**src/rtl/lsu_mem_req_if.sv**
```systemverilog
// Bundle of the execute-side request/response channels and the memory-controller port.
// The slave modport is the load/store unit; the master modport is everything around it.
interface lsu_mem_req_if;
   logic        req_valid;
   logic        req_ready;
   logic        req_wen;
   logic [31:0] req_addr;
   logic [31:0] req_wdata;
   logic [1:0]  req_size;
   logic        req_unsigned;

   logic        resp_valid;
   logic        resp_ready;
   logic [31:0] resp_rdata;
   logic        resp_err;

   logic        mem_valid;
   logic        mem_wen;
   logic [31:0] mem_raddr;
   logic [31:0] mem_waddr;
   logic [31:0] mem_wdata;
   logic [7:0]  mem_wmask;
   logic [31:0] mem_rdata;

   modport slave (
      input  req_valid, req_wen, req_addr, req_wdata, req_size, req_unsigned,
      input  resp_ready, mem_rdata,
      output req_ready, resp_valid, resp_rdata, resp_err,
      output mem_valid, mem_wen, mem_raddr, mem_waddr, mem_wdata, mem_wmask
   );

   modport master (
      output req_valid, req_wen, req_addr, req_wdata, req_size, req_unsigned,
      output resp_ready, mem_rdata,
      input  req_ready, resp_valid, resp_rdata, resp_err,
      input  mem_valid, mem_wen, mem_raddr, mem_waddr, mem_wdata, mem_wmask
   );
endinterface

```
**src/rtl/lsu_mem_req.sv**
```systemverilog
// Load/store front-end: one request at a time, word-aligned one-shot memory access,
// store lane shifting/masking and load byte/half extraction with sign/zero extension.
module lsu_mem_req #(
   parameter int unsigned LATENCY = 1
) (
   input  logic             clk,
   input  logic             reset,
   lsu_mem_req_if.slave     bus
);

   localparam logic [1:0] IDLE  = 2'd0;
   localparam logic [1:0] ISSUE = 2'd1;
   localparam logic [1:0] WAIT  = 2'd2;
   localparam logic [1:0] RESP  = 2'd3;

   localparam logic [3:0] CNT_INIT = 4'(LATENCY - 1);

   logic [1:0]  state_q, state_d;
   logic [3:0]  cnt_q, cnt_d;
   logic [31:0] rdata_q, rdata_d;

   logic        wen_q;
   logic [31:0] addr_q;
   logic [31:0] wdata_q;
   logic [1:0]  size_q;
   logic        unsigned_q;
   logic        err_q;

   logic        accept;
   logic        reqErr;
   logic [1:0]  lane;
   logic [4:0]  laneShift;
   logic [31:0] shiftedRdata;
   logic [31:0] loadData;
   logic [3:0]  laneMask;
   logic        issue;
   logic        storeIssue;

   assign accept    = (state_q == IDLE) && bus.req_valid;
   assign reqErr    = (bus.req_size == 2'd3) ||
                      ((bus.req_size == 2'd1) && bus.req_addr[0]) ||
                      ((bus.req_size == 2'd2) && (bus.req_addr[1:0] != 2'b00));
   assign lane      = addr_q[1:0];
   assign laneShift = {lane, 3'b000};

   // Request fields are frozen at acceptance so the memory and response sides never see requester changes.
   always_ff @(posedge clk or posedge reset) begin
      if (reset) begin
         wen_q      <= 1'b0;
         addr_q     <= '0;
         wdata_q    <= '0;
         size_q     <= '0;
         unsigned_q <= 1'b0;
         err_q      <= 1'b0;
      end else if (accept) begin
         wen_q      <= bus.req_wen;
         addr_q     <= bus.req_addr;
         wdata_q    <= bus.req_wdata;
         size_q     <= bus.req_size;
         unsigned_q <= bus.req_unsigned;
         err_q      <= reqErr;
      end
   end

   always_comb begin
      shiftedRdata = bus.mem_rdata >> laneShift;
      loadData     = shiftedRdata;
      case (size_q)
         2'd0:    loadData = unsigned_q ? {24'h0, shiftedRdata[7:0]}
                                        : {{24{shiftedRdata[7]}}, shiftedRdata[7:0]};
         2'd1:    loadData = unsigned_q ? {16'h0, shiftedRdata[15:0]}
                                        : {{16{shiftedRdata[15]}}, shiftedRdata[15:0]};
         default: loadData = shiftedRdata;
      endcase
   end

   // The counter holds the remaining ISSUE (load) or ISSUE+WAIT (store) cycles; zero means last cycle.
   always_comb begin
      state_d = state_q;
      cnt_d   = cnt_q;
      rdata_d = rdata_q;
      case (state_q)
         IDLE: begin
            if (bus.req_valid) begin
               state_d = reqErr ? RESP : ISSUE;
               cnt_d   = CNT_INIT;
               rdata_d = '0;
            end
         end
         ISSUE: begin
            if (cnt_q == 4'd0) begin
               state_d = RESP;
               if (!wen_q) rdata_d = loadData;
            end else begin
               cnt_d = cnt_q - 4'd1;
               if (wen_q) state_d = WAIT;
            end
         end
         WAIT: begin
            if (cnt_q == 4'd0) state_d = RESP;
            else               cnt_d   = cnt_q - 4'd1;
         end
         RESP: begin
            if (bus.resp_ready) state_d = IDLE;
         end
         default: state_d = IDLE;
      endcase
   end

   always_ff @(posedge clk or posedge reset) begin
      if (reset) begin
         state_q <= IDLE;
         cnt_q   <= '0;
         rdata_q <= '0;
      end else begin
         state_q <= state_d;
         cnt_q   <= cnt_d;
         rdata_q <= rdata_d;
      end
   end

   always_comb begin
      laneMask = 4'b1111;
      case (size_q)
         2'd0:    laneMask = 4'b0001 << lane;
         2'd1:    laneMask = 4'b0011 << lane;
         default: laneMask = 4'b1111;
      endcase
   end

   assign issue      = (state_q == ISSUE);
   assign storeIssue = issue && wen_q;

   // Write-side fields are forced to zero outside the store strobe so the DPI model never sees a stray write.
   assign bus.req_ready  = (state_q == IDLE);
   assign bus.mem_valid  = issue;
   assign bus.mem_wen    = storeIssue;
   assign bus.mem_raddr  = {addr_q[31:2], 2'b00};
   assign bus.mem_waddr  = {addr_q[31:2], 2'b00};
   assign bus.mem_wdata  = storeIssue ? (wdata_q << laneShift) : 32'h0;
   assign bus.mem_wmask  = storeIssue ? {4'h0, laneMask} : 8'h00;

   assign bus.resp_valid = (state_q == RESP);
   assign bus.resp_err   = (state_q == RESP) && err_q;
   assign bus.resp_rdata = (state_q == RESP) ? rdata_q : 32'h0;

endmodule

```
**src/flat_wrapper.sv**
```systemverilog
// flat-port wrapper written by rule: the top's interface ports become plain ports
module lsu_mem_req_flat 
#(
   parameter int unsigned LATENCY = 1
)
  (clk, reset, bus_req_valid, bus_req_wen, bus_req_addr, bus_req_wdata, bus_req_size, bus_req_unsigned, bus_resp_ready, bus_mem_rdata, bus_req_ready, bus_resp_valid, bus_resp_rdata, bus_resp_err, bus_mem_valid, bus_mem_wen, bus_mem_raddr, bus_mem_waddr, bus_mem_wdata, bus_mem_wmask);
  lsu_mem_req_if bus_i ();
  input  logic clk;
  input  logic reset;
  input wire logic [$bits(bus_i.req_valid)-1:0] bus_req_valid;
  input wire logic [$bits(bus_i.req_wen)-1:0] bus_req_wen;
  input wire logic [$bits(bus_i.req_addr)-1:0] bus_req_addr;
  input wire logic [$bits(bus_i.req_wdata)-1:0] bus_req_wdata;
  input wire logic [$bits(bus_i.req_size)-1:0] bus_req_size;
  input wire logic [$bits(bus_i.req_unsigned)-1:0] bus_req_unsigned;
  input wire logic [$bits(bus_i.resp_ready)-1:0] bus_resp_ready;
  input wire logic [$bits(bus_i.mem_rdata)-1:0] bus_mem_rdata;
  output wire logic [$bits(bus_i.req_ready)-1:0] bus_req_ready;
  output wire logic [$bits(bus_i.resp_valid)-1:0] bus_resp_valid;
  output wire logic [$bits(bus_i.resp_rdata)-1:0] bus_resp_rdata;
  output wire logic [$bits(bus_i.resp_err)-1:0] bus_resp_err;
  output wire logic [$bits(bus_i.mem_valid)-1:0] bus_mem_valid;
  output wire logic [$bits(bus_i.mem_wen)-1:0] bus_mem_wen;
  output wire logic [$bits(bus_i.mem_raddr)-1:0] bus_mem_raddr;
  output wire logic [$bits(bus_i.mem_waddr)-1:0] bus_mem_waddr;
  output wire logic [$bits(bus_i.mem_wdata)-1:0] bus_mem_wdata;
  output wire logic [$bits(bus_i.mem_wmask)-1:0] bus_mem_wmask;
  assign bus_i.req_valid = bus_req_valid;
  assign bus_i.req_wen = bus_req_wen;
  assign bus_i.req_addr = bus_req_addr;
  assign bus_i.req_wdata = bus_req_wdata;
  assign bus_i.req_size = bus_req_size;
  assign bus_i.req_unsigned = bus_req_unsigned;
  assign bus_i.resp_ready = bus_resp_ready;
  assign bus_i.mem_rdata = bus_mem_rdata;
  assign bus_req_ready = bus_i.req_ready;
  assign bus_resp_valid = bus_i.resp_valid;
  assign bus_resp_rdata = bus_i.resp_rdata;
  assign bus_resp_err = bus_i.resp_err;
  assign bus_mem_valid = bus_i.mem_valid;
  assign bus_mem_wen = bus_i.mem_wen;
  assign bus_mem_raddr = bus_i.mem_raddr;
  assign bus_mem_waddr = bus_i.mem_waddr;
  assign bus_mem_wdata = bus_i.mem_wdata;
  assign bus_mem_wmask = bus_i.mem_wmask;
  lsu_mem_req #(.LATENCY(LATENCY)) u_core (.clk(clk), .reset(reset), .bus(bus_i));
endmodule
```
**config.mk**
```make
export PLATFORM = sky130hd
export DESIGN_NAME = lsu_mem_req_flat
export DESIGN_NICKNAME = d
export VERILOG_FILES = /design/src/rtl/lsu_mem_req_if.sv /design/src/rtl/lsu_mem_req.sv /design/src/flat_wrapper.sv
export SDC_FILE = /design/constraint.sdc
export NUM_CORES = 1
export LEC_CHECK = 0
export ABC_AREA = 1
export CAP_MARGIN = 20
export CORE_UTILIZATION = 48
export DETAILED_ROUTE_END_ITERATION = 10
export HOLD_SLACK_MARGIN = 0.06
export PLACE_DENSITY = 0.88
export SETUP_SLACK_MARGIN = 0.3
export SLEW_MARGIN = 25
export SYNTH_ARGS = -nofsm -noshare
export SYNTH_HDL_FRONTEND = slang
export SYNTH_SLANG_ARGS = --single-unit
```
**constraint.sdc**
```tcl
create_clock -name clk -period 7.3 [get_ports clk]
set_input_delay 1.825 -clock clk [delete_from_list [all_inputs] [get_ports clk]]
set_output_delay 1.825 -clock clk [all_outputs]
set_load 0.05 [all_outputs]
```
==> flow_summary.json, run 1 <==
{
  "synth_top_family_by_area": "simple AND/OR/NAND/NOR gates",
  "numCtsBuffers": 9,
  "power_density_nw_per_um2": 496,
  "path_class": "flip-flop to primary output",
  "mostFrequentLayoutCells": "267 x nand2_1, 236 x clkdlybuf4s50_1, 106 x dfrtp_1",
  "die-area_um2": 13800,
  "ys_seq_elements": 107,
  "cts.clk_slew.worst_paths_ns": 0.07,
  "area_delta_synth_final_pct": 35.0,
  "grt_pass1_wl_mm": 27.0,
  "post-route-drc-count": 0,
  "crit_required_ns": 5.48,
  "synth-seq-area-share": 0.419,
  "grt_usage": 0.245,
  "synth_compound_area_frac": 0.0920,
  "vias": 5648,
  "ir_worst_vdd_uv": 423,
  "synthSimpleGateAreaFrac": 0.224,
  "antenna_found_initial": 0,
  "h-tree-depth": 3,
  "synth_cell_types": 28,
  "cap_violations": 0,
  "cts_tree": "done",
  "clkLatencyLatePin_ns": 0.35,
  "cts_resized": 0,
  "ant_nets": 0,
  "fin_crit_ns": 5.18,
  "gp_congestion": 0.932,
  "grt_pass1_vias": 5412,
  "fillCellCount": 1062,
  "end_kind": "primary output",
  "yosys_warnings": 0,
  "finalHoldViolations": 0,
  "status": "completed",
  "clockBufferDepth": 2,
  "num_antenna_cells": 0,
  "fin_worst_skew_ns": 0.00682,
  "routed_wl_mm": 16.7,
  "io_buffers": 236,
  "core_um2": 12800,
  "cts.sink_count": 107,
  "yosys-mux-area-fraction": 0.0846,
  "worstPathArrival_ns": 3.36,
  "drt_iter0_drc": 322,
  "dp_hpwl_mm": 12.4,
  "dp_slack_ns": 2.56,
  "setup_ws_ns": 2.12,
  "max_freq_ghz": 0.193,
  "critPathMaxFanout": 28,
  "grt_max_degree": 92,
  "finalNetCount": 1079,
  "grt_setup_unrepaired": "false",
  "synth_xor_area_frac": 0,
  "drive_gt1_frac": 0.0914,
  "wl_per_cell_um": 14.6,
  "root_buffer": "clkbuf_16",
  "netlist_area_um2": 6390,
  "ctsHoldBuffers": 0,
  "period_share": 0.710,
  "start_util": 0.498,
  "p_leak_uw": 0.00429,
  "grt-ovfl-total": 0,
  "startpoint_type": "flip-flop",
  "hold_path_class": "flip-flop to flip-flop",
  "post_cts_buffers": 0,
  "worstMarginPinSlew_ns": 0.813,
  "layout_commonest_cell": "nand2_1",
  "io_pins": 245,
  "tns_ns": 0,
  "drt_pass1_iterations": 5,
  "yosys.area_share.adder": 0.0117,
  "max_slew_margin": 0.457,
  "die_h_um": 117,
  "viasPerCell": 4.93,
  "synth_cells": 820,
  "die_w_um": 117,
  "num_rows": 41,
  "setup_viol_count_final": 0,
  "maxSlewViolCount": 0,
  "avgSynthCellArea_um2": 7.79
}
-- per-stage QoR --
step           total power, µW  utilization  instances  hold WS (ns)  instance area (µm²)
2_1_floorplan             3230            -        827         0.442                 6420
3_3_place_gp              3720        0.648       1130         0.462                 8310
3_5_place_dp              3770        0.648       1130         0.465                 8310
4_1_cts                   4290        0.672       1146         0.484                 8620
5_1_grt                   4530        0.672       1146         0.492                 8620
6_report                  4280        0.672       1146         0.484                 8620
-- registers in the layout, indices dropped and copies added, names as in the netlist --
signal / count
u_core.addr_q: 32
u_core.rdata_q: 32
u_core.wdata_q: 32
u_core.cnt_q: 4
u_core.size_q: 2
u_core.state_q: 2
u_core.err_q: 1
u_core.unsigned_q: 1
u_core.wen_q: 1
-- layout make-up --
| class | count | area [µm²] | area share |
|---|---|---|---|
| multi-input cells | 519 | 2680 | 0.311 |
| flip-flops and latches | 107 | 2680 | 0.311 |
| repair buffers | 240 | 2390 | 0.277 |
| inverters | 92 | 350 | 0.0406 |
| clock buffers | 11 | 243 | 0.0281 |
| well taps | 172 | 215 | 0.0250 |
| clock inverters | 5 | 62.6 | 0.00725 |
-- final timing paths --
path                                    start  cells after the start  slack [ns]                  to
max in group asynchronous               reset                      3        4.20    u_core.addr_q[0]
max reg2reg                  u_core.addr_q[0]                      8        4.86  u_core.rdata_q[24]
min reg2reg                u_core.rdata_q[18]                      2        0.48  u_core.rdata_q[18]
min in group asynchronous               reset                      2        1.97   u_core.addr_q[15]
min                        u_core.rdata_q[18]                      2        0.48  u_core.rdata_q[18]
max                          u_core.addr_q[1]                      4        2.12   bus_mem_wdata[19]
-- synthesized netlist by cell type (all sizes together) --
master | n | area share
o32ai | 8 | 0.011
mux2 | 48 | 0.085
inv | 92 | 0.054
dfrtp | 107 | 0.42
o21ai | 66 | 0.052
a21oi | 25 | 0.020
or2 | 1 | 0.00098
nand2 | 272 | 0.16
nor2 | 45 | 0.029
clkbuf | 13 | 0.0076
ha | 6 | 0.012
o211ai | 1 | 0.0020
nand3 | 29 | 0.028
nand4 | 2 | 0.0043
o22ai | 8 | 0.0078
buf | 96 | 0.11
conb | 1 | 0.00059
-- power by group --
group	internal [µW]	switching, µW	leakage (µW)
registers	853	191	0.00131
logic	895	1840	0.00284
clock network	277	222	0.000142
-- routing by layer --
layer | up-vias | part of all wire | GRT usage
li1 | 2801 | - | -
met1 | 2606 | 0.41 | 0.293
met2 | 209 | 0.50 | 0.424
met3 | 32 | 0.067 | 0.0579
met4 | 0 | 0.026 | 0.0990
met5 | - | 0 | 0
-- critical path: stages, from the launching register on --
cell             delay [ns]
dfrtp_1                0.87
inv_2                  0.40
nand2_1                0.73
o32ai_1                0.24
clkdlybuf4s50_1        0.76
-- cells by family (layout without fill, tap and decap cells) --
family | count (synthesis) | after routing
AO/OA/AOI/OAI | 108 | 108
AND/OR/NAND/NOR | 349 | 349
other | 1 | 8
adder cells (fa/ha/maj) | 6 | 6
flip-flops | 107 | 107
buffers and inverters | 201 | 348
multiplexers | 48 | 48
Note: power is estimated with default switching activity, not from simulation.
==> run 2: changes to the inputs <==
- CORE_UTILIZATION: 48 -> 45
- PLACE_DENSITY: 0.88 -> 0.84
- clock period: 7.3 -> 5.09 ns (I/O delays scaled with it)
==> run 2 against run 1 <==
Cell count increased by 0.87%; count of clock-buffer cells in the layout decreased by 2; setup slack got worse by 1.4 ns; global-route usage decreased by 1.1 points; die area increased by 6.5%; combinational power increased by 45%; routed wire length increased by 0.45%; critical endpoint is now bus_mem_wdata[25]; highest routed layer unchanged.
==> flow_summary.json, run 2 (synthesized netlist as in run 1, its figures left out) <==
{
  "cts.clk_slew.worst_paths_ns": 0.07,
  "start_util": 0.460,
  "io_pins": 245,
  "numCtsBuffers": 9,
  "critPathSlowestCell": "clkdlybuf4s50_1",
  "antenna_found_initial": 0,
  "clockBufferDepth": 2,
  "routed_wl_mm": 16.8,
  "grt_usage": 0.234,
  "die_h_um": 121,
  "final_util": 0.622,
  "tns_ns": 0,
  "setup_ws_ns": 0.711,
  "path_class": "flip-flop to primary output",
  "critPathBufInv": 3,
  "ant_nets": 0,
  "post_cts_buffers": 0,
  "ir_worst_vdd_uv": 492,
  "crit_required_ns": 3.82,
  "cp_cell_sequence": "inv_1 > ha_1 > nand2_2 > inv_2 > nand2_1 > o22ai_1 > clkdlybuf4s50_1",
  "clkLatencyLatePin_ns": 0.35,
  "ctsHoldBuffers": 0,
  "core_um2": 13900,
  "period_share": 0.860,
  "num_antenna_cells": 0,
  "post-route-drc-count": 0,
  "dp_hpwl_mm": 12.4,
  "io_buffers": 236,
  "die-area_um2": 14700,
  "drt_pass1_iterations": 5,
  "critPathTopFamily": "buffers and inverters",
  "end_kind": "primary output",
  "max_slew_margin": 0.479,
  "grt_setup_unrepaired": "false",
  "maxSlewViolCount": 0,
  "num_rows": 43,
  "grt_pass1_vias": 5319,
  "wl_per_cell_um": 14.5,
  "p_leak_uw": 0.00430,
  "critPathMaxFanout": 25,
  "cap_violations": 0,
  "finalHoldViolations": 0,
  "cts.sink_count": 107,
  "finalNetCount": 1081,
  "mostFrequentLayoutCells": "267 x nand2_1, 236 x clkdlybuf4s50_1, 106 x dfrtp_1",
  "fin_worst_skew_ns": 0.00654,
  "p_total_uw": 6110,
  "root_buffer": "clkbuf_16",
  "startpoint_type": "flip-flop",
  "worstPathArrival_ns": 3.11,
  "grt_pass1_wl_mm": 26.4,
  "hold_path_class": "flip-flop to flip-flop",
  "h-tree-depth": 3,
  "power_density_nw_per_um2": 708,
  "layout_commonest_cell": "nand2_1",
  "drt_iter0_drc": 373,
  "drive_gt1_frac": 0.0943,
  "fin_crit_ns": 4.38,
  "setup_viol_count_final": 0,
  "area_delta_synth_final_pct": 35.1,
  "worstMarginPinSlew_ns": 0.779,
  "top_regs": "u_core.addr_q (32), u_core.rdata_q (32), u_core.wdata_q (32)",
  "crit_path_max_incr_delay_ns": 0.85,
  "gp_congestion": 0.888,
  "vias": 5741,
  "die_w_um": 121,
  "dp_slack_ns": 1.09,
  "max_freq_ghz": 0.228,
  "cts_resized": 0,
  "cts_tree": "done",
  "grt-ovfl-total": 0,
  "grt_max_degree": 92,
  "viasPerCell": 4.97,
  "status": "completed",
  "hold_ws_ns": 0.482
}
## run 2: cell count changes in the layout (fill, tap and decap cells not counted), sizes merged
cell,previous run,this run
bufinv,1,0
clkinvlp,2,1
clkbuf,11,9
clkinv,2,3
buf,4,6
inv,92,95
## run 2: worst min-delay path, delay by kind of cell (launching register included)
family        cells  cell delay (ns)
simple gates      2             0.11
flops             1             0.34
## run 2: final timing paths
kind | from | to | slack (ns) | cells past startpoint
min in group asynchronous | reset | u_core.addr_q[12] | 1.26 | 2
hold / removal | u_core.rdata_q[7] | u_core.rdata_q[7] | 0.48 | 2
setup / recovery | u_core.state_q[1] | bus_mem_wdata[25] | 0.71 | 7
max in group asynchronous | reset | u_core.addr_q[30] | 2.93 | 3
setup reg to reg | u_core.state_q[0] | u_core.cnt_q[0] | 3.05 | 8
hold reg to reg | u_core.rdata_q[7] | u_core.rdata_q[7] | 0.48 | 2
## run 2: area by class of cell
type,instances,area [µm²]
timing repair buffer,242,2410
inverter,92,350
fill,1231,5250
clock buffer,9,225
sequential,107,2680
multi-input combinational,519,2680
tap,180,225
clock inverter,7,61.3
## run 2: report_power, final
part | internal [µW] | switching [µW] | leakage, µW
Sequential | 1220 | 253 | 0.00131
Clock | 342 | 337 | 0.000140
Combinational | 1290 | 2670 | 0.00285
Total | 2850 | 3260 | 0.00430
## run 2: metrics by stage
stage,instances,cell area (µm²)
after floorplan,827,6420
after global placement,1140,8340
after detailed placement,1140,8340
after CTS,1156,8620
after global routing,1156,8630
final,1156,8630
## run 2: per-layer routing
metal  global-route usage  vias up  part of all wire
met5                    0        -                 0
met4               0.0856        0             0.028
met3               0.0691       27             0.082
met2                0.409      244              0.50
met1                0.270     2676              0.39
li1                     -     2794                 -
==> RTL change (flow settings as in run 2) <==
Register the output `bus.resp_err`, without a reset; this adds one clock of latency there.
--- a/src/rtl/lsu_mem_req.sv
+++ b/src/rtl/lsu_mem_req.sv
@@ -143,3 +143,5 @@
    assign bus.resp_valid = (state_q == RESP);
-   assign bus.resp_err   = (state_q == RESP) && err_q;
+   always_ff @(posedge clk) begin
+      bus.resp_err <= (state_q == RESP) && err_q;
+   end
    assign bus.resp_rdata = (state_q == RESP) ? rdata_q : 32'h0;
Formal check against the unedited RTL: not equivalent (a bounded check fails within 4 cycles, from zero or initial values and one cycle with reset high).
==> RTL change against run 2 <==
Clock skew grew 0.0019 ns. Total power grew 1.0%. Hold slack lost 0.0041 ns. Final area grew 0.49%. Global-route usage grew 0.17 points. Routed wire length grew 1.5%. Area after synthesis grew 0.31%. Critical path depth is the same. Sequential cell count grew 1. Worst setup slack lost 0.097 ns.
==> RTL change: results (changes against run 2) <==
- The worst slack at placement is 0.989 ns (was 1.09 ns).
- The iteration count of the initial detailed-routing pass is 6 (was 5).
- The routing usage on met2 is 41.1% (was 40.9%).
- The total routed wire length on the met1 layer is 6870 um (was 6540 um).
- The wire length reported by the detailed router was 17100 um (was 16800 um).
- The switching power of the nets came to 3250 uW (was 3260 uW).
- The number of DRC markers in iteration 0 came to 439 (was 373).
- The met3 layer usage reported by global route is 5.83% (was 6.91%).
- The global-route wire length before repair is 26900 um (was 26400 um).
- The met1 usage in global routing is 28.2% (was 27.0%).
- The last weighted congestion value of the routability-driven placer is 0.866 (was 0.888).
- The share of flip-flops with an asynchronous set or reset after synthesis was 99.1% (was 100%).
- The setup clock skew after layout was 0.00840 ns (was 0.00654 ns).
- The number of global-route vias before repair came to 5482 (was 5319).
- Cell types occupying the most area after synthesis: dfrtp_1 (42%), nand2_1 (16%), buf_4 (8.5%) (was dfrtp_1 (42%), nand2_1 (16%), buf_4 (8.6%)).
- The met2 wire length is 8680 um (was 8450 um).
- The total number of nets in the final design came to 1082 (was 1081).
- The detail-routed net length per standard cell is 14.8 um (was 14.5 um).
- The unique cell type count in the Yosys netlist was 29 (was 28).
- The fraction of layout instances using a drive strength above 1 is 9.42% (was 9.43%).
- The placement-stage cell area came to 8360 sq um (was 8340 sq um).
- The cell total after placement came to 1141 (was 1140).
- The longest individual stage delay on the worst path came to 0.88 ns (was 0.85 ns).
- The maximum ir drop on the vdd rail is 0.000559 V (was 0.000492 V).
- The part of the Yosys area used for sequential elements was 42.1% (was 41.9%).
- Run status: completed (unchanged).
- The HPWL after detailed placement is 12300 um (was 12400 um).
-- RTL change: logic make-up (layout without fill, tap and decap cells) --
group | after synthesis | count (layout) | share of synthesized area, %
AO/OA/AOI/OAI | 108 | 108 | 9.17
adder cells (fa/ha/maj) | 6 | 6 | 1.17
AND/OR/NAND/NOR | 349 | 349 | 22.4
flip-flops | 108 | 108 | 42.1
other | 1 | 8 | 0.0585
multiplexers | 48 | 48 | 8.43
buffers and inverters | 201 | 350 | 16.7
-- RTL change: power groups by stage --
stage | Combinational, uW | Sequential, uW | Clock (uW)
6_report | 3950 | 1480 | 741
5_1_grt | 4220 | 1530 | 792
4_1_cts | 3960 | 1480 | 753
3_5_place_dp | 3950 | 1490 | 0
3_3_place_gp | 3900 | 1470 | 0
2_1_floorplan | 3240 | 1410 | 0
-- RTL change: layout make-up --
type | instances | area (sq um)
clock buffers | 10 | 239
clock inverters | 6 | 70.1
fillers | 1231 | 5210
inverters | 92 | 350
multi-input cells | 519 | 2680
flip-flops and latches | 108 | 2700
well taps | 180 | 225
repair buffers | 242 | 2410
-- RTL change: final timing paths --
check                      cells after the start  slack (ns)                     startpoint                             end
setup / recovery                               7        0.61  u_core.state_q[1]$_DFFE_PP0P_               bus_mem_wdata[22]
hold / removal                                 2        0.48  u_core.rdata_q[7]$_DFFE_PP0P_   u_core.rdata_q[7]$_DFFE_PP0P_
setup reg to reg                               8        2.93  u_core.state_q[0]$_DFFE_PP0P_     u_core.cnt_q[0]$_DFFE_PP0P_
hold reg to reg                                2        0.48  u_core.rdata_q[7]$_DFFE_PP0P_   u_core.rdata_q[7]$_DFFE_PP0P_
max in group asynchronous                      3        2.83                          reset  u_core.wdata_q[26]$_DFFE_PP0P_
min in group asynchronous                      2        1.42                          reset   u_core.addr_q[26]$_DFFE_PP0P_
